`config.mk`:
```
export PLATFORM = sky130hd
export DESIGN_NAME = game_sequencer
export DESIGN_NICKNAME = d
export VERILOG_FILES = /design/src/rtl/game_sequencer.sv
export SDC_FILE = /design/constraint.sdc
export NUM_CORES = 1
export LEC_CHECK = 0
export CAP_MARGIN = 20
export CELL_PAD_IN_SITES_DETAIL_PLACEMENT = 0
export CELL_PAD_IN_SITES_GLOBAL_PLACEMENT = 1
export CORE_ASPECT_RATIO = 1.4
export CORE_MARGIN = 3
export CORE_UTILIZATION = 40
export DETAILED_ROUTE_END_ITERATION = 6
export GPL_ROUTABILITY_DRIVEN = 0
export PLACE_DENSITY = 0.87
export SLEW_MARGIN = 20
export SYNTH_ARGS = -nofsm -noshare
export SYNTH_HDL_FRONTEND = slang
export SYNTH_SLANG_ARGS = --single-unit
```
`constraint.sdc`:
```
create_clock -name clk -period 2.09 [get_ports clk]
set_input_delay 0.418 -clock clk [delete_from_list [all_inputs] [get_ports clk]]
set_output_delay 0.418 -clock clk [all_outputs]
set_load 0.01 [all_outputs]
```
`src/rtl/game_sequencer.sv`:
```
// Frame-level brick-breaker game controller: sequences serve/play/miss/win/over
// phases, gates motion updates to one per frame, and owns lives/score/level.
module game_sequencer #(
    parameter int LIVES        = 3,
    parameter int SERVE_FRAMES = 60,
    parameter int FLASH_FRAMES = 120,
    parameter int SCORE_W      = 12
) (
    input  logic               clk,
    input  logic               rst,
    input  logic               start,
    input  logic               frame_tick,
    input  logic               out_bounds,
    input  logic               brick_hit,
    input  logic               brick_clear,
    output logic               update_en,
    output logic               ball_hold,
    output logic               bricks_reload,
    output logic [2:0]         lives,
    output logic [SCORE_W-1:0] score,
    output logic [3:0]         level,
    output logic [2:0]         state
);

    localparam int MAX_FRAMES = (SERVE_FRAMES > FLASH_FRAMES) ? SERVE_FRAMES : FLASH_FRAMES;
    localparam int FCNT_W     = $clog2(MAX_FRAMES + 1);

    localparam logic [FCNT_W-1:0]  SERVE_LAST = FCNT_W'(SERVE_FRAMES - 1);
    localparam logic [FCNT_W-1:0]  FLASH_LAST = FCNT_W'(FLASH_FRAMES - 1);
    localparam logic [FCNT_W-1:0]  FCNT_ONE   = FCNT_W'(1);
    localparam logic [SCORE_W-1:0] SCORE_ONE  = SCORE_W'(1);
    localparam logic [2:0]         LIVES_INIT = 3'(LIVES);

    typedef enum logic [2:0] {
        S_IDLE  = 3'd0,
        S_SERVE = 3'd1,
        S_PLAY  = 3'd2,
        S_MISS  = 3'd3,
        S_WIN   = 3'd4,
        S_OVER  = 3'd5
    } state_t;

    state_t              state_q, state_d;
    logic [FCNT_W-1:0]   fcnt_q, fcnt_d;
    logic [2:0]          lives_q, lives_d;
    logic [SCORE_W-1:0]  score_q, score_d;
    logic [3:0]          level_q, level_d;
    logic                start_q;
    logic                update_q, update_d;
    logic                hold_q, hold_d;
    logic                reload_q, reload_d;
    logic                start_rise;

    always_ff @(posedge clk or posedge rst) begin
        if (rst) begin
            state_q  <= S_IDLE;
            fcnt_q   <= '0;
            lives_q  <= LIVES_INIT;
            score_q  <= '0;
            level_q  <= '0;
            start_q  <= 1'b0;
            update_q <= 1'b0;
            hold_q   <= 1'b1;
            reload_q <= 1'b0;
        end else begin
            state_q  <= state_d;
            fcnt_q   <= fcnt_d;
            lives_q  <= lives_d;
            score_q  <= score_d;
            level_q  <= level_d;
            start_q  <= start;
            update_q <= update_d;
            hold_q   <= hold_d;
            reload_q <= reload_d;
        end
    end

    always_comb begin
        start_rise = start & ~start_q;
        state_d    = state_q;
        fcnt_d     = frame_tick ? (fcnt_q + FCNT_ONE) : fcnt_q;
        lives_d    = lives_q;
        score_d    = score_q;
        level_d    = level_q;
        update_d   = 1'b0;
        reload_d   = 1'b0;

        // Hits still count on the cycle PLAY exits, so score is judged on the current state.
        if (brick_hit && (state_q != S_IDLE) && (state_q != S_OVER) && (score_q != '1)) begin
            score_d = score_q + SCORE_ONE;
        end

        case (state_q)
            S_IDLE, S_OVER: begin
                if (start_rise) begin
                    state_d  = S_SERVE;
                    lives_d  = LIVES_INIT;
                    score_d  = '0;
                    level_d  = '0;
                    reload_d = 1'b1;
                end
            end
            S_SERVE: begin
                if (frame_tick && (fcnt_q == SERVE_LAST)) begin
                    state_d = S_PLAY;
                end
            end
            S_PLAY: begin
                update_d = frame_tick;
                if (brick_clear) begin
                    state_d = S_WIN;
                end else if (out_bounds) begin
                    state_d = S_MISS;
                    lives_d = lives_q - 3'd1;
                end
            end
            S_MISS: begin
                if (frame_tick && (fcnt_q == FLASH_LAST)) begin
                    state_d = (lives_q == 3'd0) ? S_OVER : S_SERVE;
                end
            end
            S_WIN: begin
                if (frame_tick && (fcnt_q == FLASH_LAST)) begin
                    state_d  = S_SERVE;
                    level_d  = level_q + 4'd1;
                    reload_d = 1'b1;
                end
            end
            default: begin
                state_d = S_IDLE;
            end
        endcase

        if (state_d != state_q) begin
            fcnt_d = '0;
        end
        hold_d = (state_d != S_PLAY);
    end

    assign update_en     = update_q;
    assign ball_hold     = hold_q;
    assign bricks_reload = reload_q;
    assign lives         = lives_q;
    assign score         = score_q;
    assign level         = level_q;
    assign state         = state_q;

endmodule
```
==> metrics.md, run 1 <==
| Metric | Value |
|---|---|
| Clk buf depth | `2` |
| R2R setup slack | `around 0.31 ns` |
| Delay-heaviest family, CP | `buffers and inverters` |
| First-pass GRT wire length | `7.19 mm` |
| CTS root buf | `clkbuf_8` |
| Fmax | `544 MHz` |
| Synth Cell Area | `roughly 0.0019 mm^2` |
| Min-Delay Endpoint | `score[5]` |
| Slowest stage cell, crit path | `clkdlybuf4s50_1` |
| DR vias | `approximately 1600` |
| Placeable Area | `0.00438 mm^2` |
| Worst setup SP type | `register` |
| Cts hold-fix bufs | `0` |
| Filler Cells Inserted | `402` |
| Post-DP Area | `between 0.002 and 0.0025 mm^2` |
| Synth Flop Type | `dfrtp_1` |
| Antenna viol nets, final | `0` |
| Kind of end point of the critical path | `output pin` |
| Critical path type | `reg2out` |
| Die width | `63.9 um` |
| Iter 0 DRT Violations | `54` |
| Final min period | `between 1.5 and 2 ns` |
| GRT Util Overall | `between 10% and 20%` |
| Cell Chain, Critical Path | `buf_4, clkdlybuf4s50_1` |
| Top cell type's share of synthesized area | `40.0%` |
| Worst-path clk slew | `~0.07 ns` |
| Layout Cells excl Fill | `~290` |
| Status | `complete, no violations` |
| Worst-path fanout max | `13` |
| Vias in the first global route | `between 1500 and 2000` |
| Finish-stage setup viols | `0` |
| Share of layout cells above drive strength 1 | `roughly 11%` |
| Worst skew pair latency | `between 0.2 and 0.3 ns` |
| Worst hold path depth | `1` |
| Worst slew pin tran | `about 0.44 ns` |
| WL met2 | `around 2.1 mm` |
| Clk sinks | `33` |
| Largest net degree at the start of global routing | `34` |
| Most instantiated cells after synthesis | `dfrtp_1, nand2_1, a21oi_1, nand3_1, o31ai_1` |
| Met3 WL post-DR | `122 um` |
| CP bufs+invs | `2` |
| TNS Setup | `0 ns` |
| Gr ovfl total | `0` |
| CTS buffer count | `5` |
| Slew Limit Fails | `0` |
| Starting Density | `between 40% and 50%` |
| Post-synthesis register bit count | `33` |
| Hold Startpoint | `score[5]` |
| Worst Path Arrival | `around 1.4 ns` |
| Die Area | `between 0.005 and 0.006 mm^2` |
| Mapped Nets | `200` |
| Top-count cell post-synth | `dfrtp_1` |
| Slew HR | `a little over two thirds` |
| P&R area growth vs syn | `26.9%` |
| Chip height | `just under 90 um` |
| Leading area contributor after synthesis | `dfrtp_1` |
| Avg WL per Cell | `about 14 um` |
| Synth async-reset ratio | `between 90% and 100%` |
| CTS tree | `done` |
| Post-CTS Setup Repair Bufs | `0` |
| Sequential-to-total area share from yosys stat | `around 44%` |
| WL met1 | `about 1.8 mm` |
| Worst min path class | `reg2reg` |
| Final Hold Vio Count | `0` |
| Reg2reg path depth | `4` |
| Top Layer Used | `met4` |
| WL final | `roughly 4.2 mm` |
| Synth warnings | `0` |
| Max Cap Violations | `0` |
| Cell count after synthesis | `188` |
| # nets final | `roughly 240` |
| RR Endpoint | `fcnt_q[6]` |
| Post_cts resized | `0` |
| Top-level I/O count | `32` |
| Required time of the critical path | `around 1.7 ns` |
| Peak VDD IR | `between 500 and 600 uV` |
| PortBufs | `31` |
| Fin worst setup slack | `around 0.25 ns` |
| CP peak stage delay | `0.55 ns` |
| Synthesized area per cell | `about 10 um^2` |
| Final Util | `~54%` |
| Std-Cell Rows | `28` |
| DP Cell Count | `280` |
| Synth cell types | `46` |
| Cell area after layout | `approximately 0.0024 mm^2` |
| Antenna violations before repair | `0` |
| Number of enable flip-flop cells after synthesis | `0` |
| RSZ-0062 raised after global routing | `no` |
| Post-Route Skew | `around 0.0039 ns` |
| Reg2reg start | `fcnt_q[2]` |
| Post-route DRC violation count | `0` |
| Htree depth | `2` |
| DR pass1 iterations | `4` |
| Diode count | `0` |
| Vias per inst | `between 5 and 6` |
| Place WS | `~0.12 ns` |
| Leak | `a little under 1 nW` |
| Power per cell area | `about 750 mW/mm^2` |
| Synth top area cells | `dfrtp_1, dfstp_2, ha_1` |
| Final worst-path cycle share | `~90%` |
| Post-DP HPWL | `3.02 mm` |
[area by class of cell]
class	instances	area, um^2	share of cell area (%)
Timing Repair Buffer	40	378	15.9
Multi-Input combinational cell	140	973	40.8
Clock buffer	7	96.3	4.04
Clock inverter	1	5.00	0.210
Sequential cell	33	830	34.8
Inverter	7	26.3	1.10
Tap cell	60	75.1	3.15
[stage by stage]
stage               total power [mW]  hold slack (ns)
floorplan                       1.08            0.449
global placement                1.25            0.511
detailed placement              1.27            0.513
CTS                             1.80            0.519
global route                    1.89            0.544
finish                          1.78            0.510
[how the worst max path moves through the flow]
stage / startpoint / to / slack, ns / cells after the start
2_1_floorplan: state[1] / fcnt_q[0] / 0.27 / 5
3_3_place_gp: brick_clear / fcnt_q[5] / 0.15 / 5
3_5_place_dp: brick_clear / fcnt_q[6] / 0.12 / 5
4_1_cts: state[0] / state[0] / 0.23 / 2
5_1_grt: state[1] / state[1] / 0.17 / 2
6_report: state[2] / state[2] / 0.25 / 2
[kinds of logic (layout without fill, tap and decap cells)]
group	Yosys count	in the layout	synth area share, %
buffers and inverters	15	55	4.00
muxes	1	1	0.533
adders and majority gates	5	5	3.33
xor gates and xnor gates	10	10	4.66
and+or+nand+nor	70	70	22.3
AOI/OAI and AO/OA	54	54	21.0
DFF	33	33	44.2
[state kept, by name, indices dropped and copies added (netlist names)]
| signal | cells |
|---|---|
| start_q | 1 |
| ball_hold | 1 |
| score | 12 |
| update_en | 1 |
| lives | 3 |
| level | 4 |
| bricks_reload | 1 |
| fcnt_q | 7 |
| state | 3 |
[cell usage in the layout (no fill, tap or decap), drive strengths merged, types with 3 or more instances in the layout]
cell type	instances
and4	4
o31ai	8
buf	9
a21oi	10
and2	5
nor2	7
nand4	7
a211oi	7
xor2	6
nand3b	3
ha	5
nand2	13
clkbuf	7
o21ai	11
or3	5
xnor2	4
inv	7
o211ai	3
nand3	10
dfstp	3
dfrtp	30
o311ai	5
clkdlybuf4s50	31
[power breakdown]
part           switching [mW]  internal, mW  leakage, nW
combinational           0.210         0.216        0.496
clock                   0.228         0.297       0.0542
sequential              0.102         0.724        0.434
[metal layers]
layer | vias to the layer above | GRT usage [%]
met5 | - | 0
met4 | 0 | 7.07
met3 | 7 | 3.49
met2 | 30 | 28.2
met1 | 763 | 20.0
li1 | 789 | -
Note: power is estimated with default switching activity, not from simulation.
==> run 2, diff against run 1 <==
--- a/config.mk
+++ b/config.mk
@@ -14,6 +14,7 @@
 export DETAILED_ROUTE_END_ITERATION = 6
 export GPL_ROUTABILITY_DRIVEN = 0
 export PLACE_DENSITY = 0.87
+export SKIP_CTS_REPAIR_TIMING = 1
 export SLEW_MARGIN = 20
 export SYNTH_ARGS = -nofsm -noshare
 export SYNTH_HDL_FRONTEND = slang
==> results of run 2 <==
The final DEF is identical to that of run 1; final timing and power are the same.
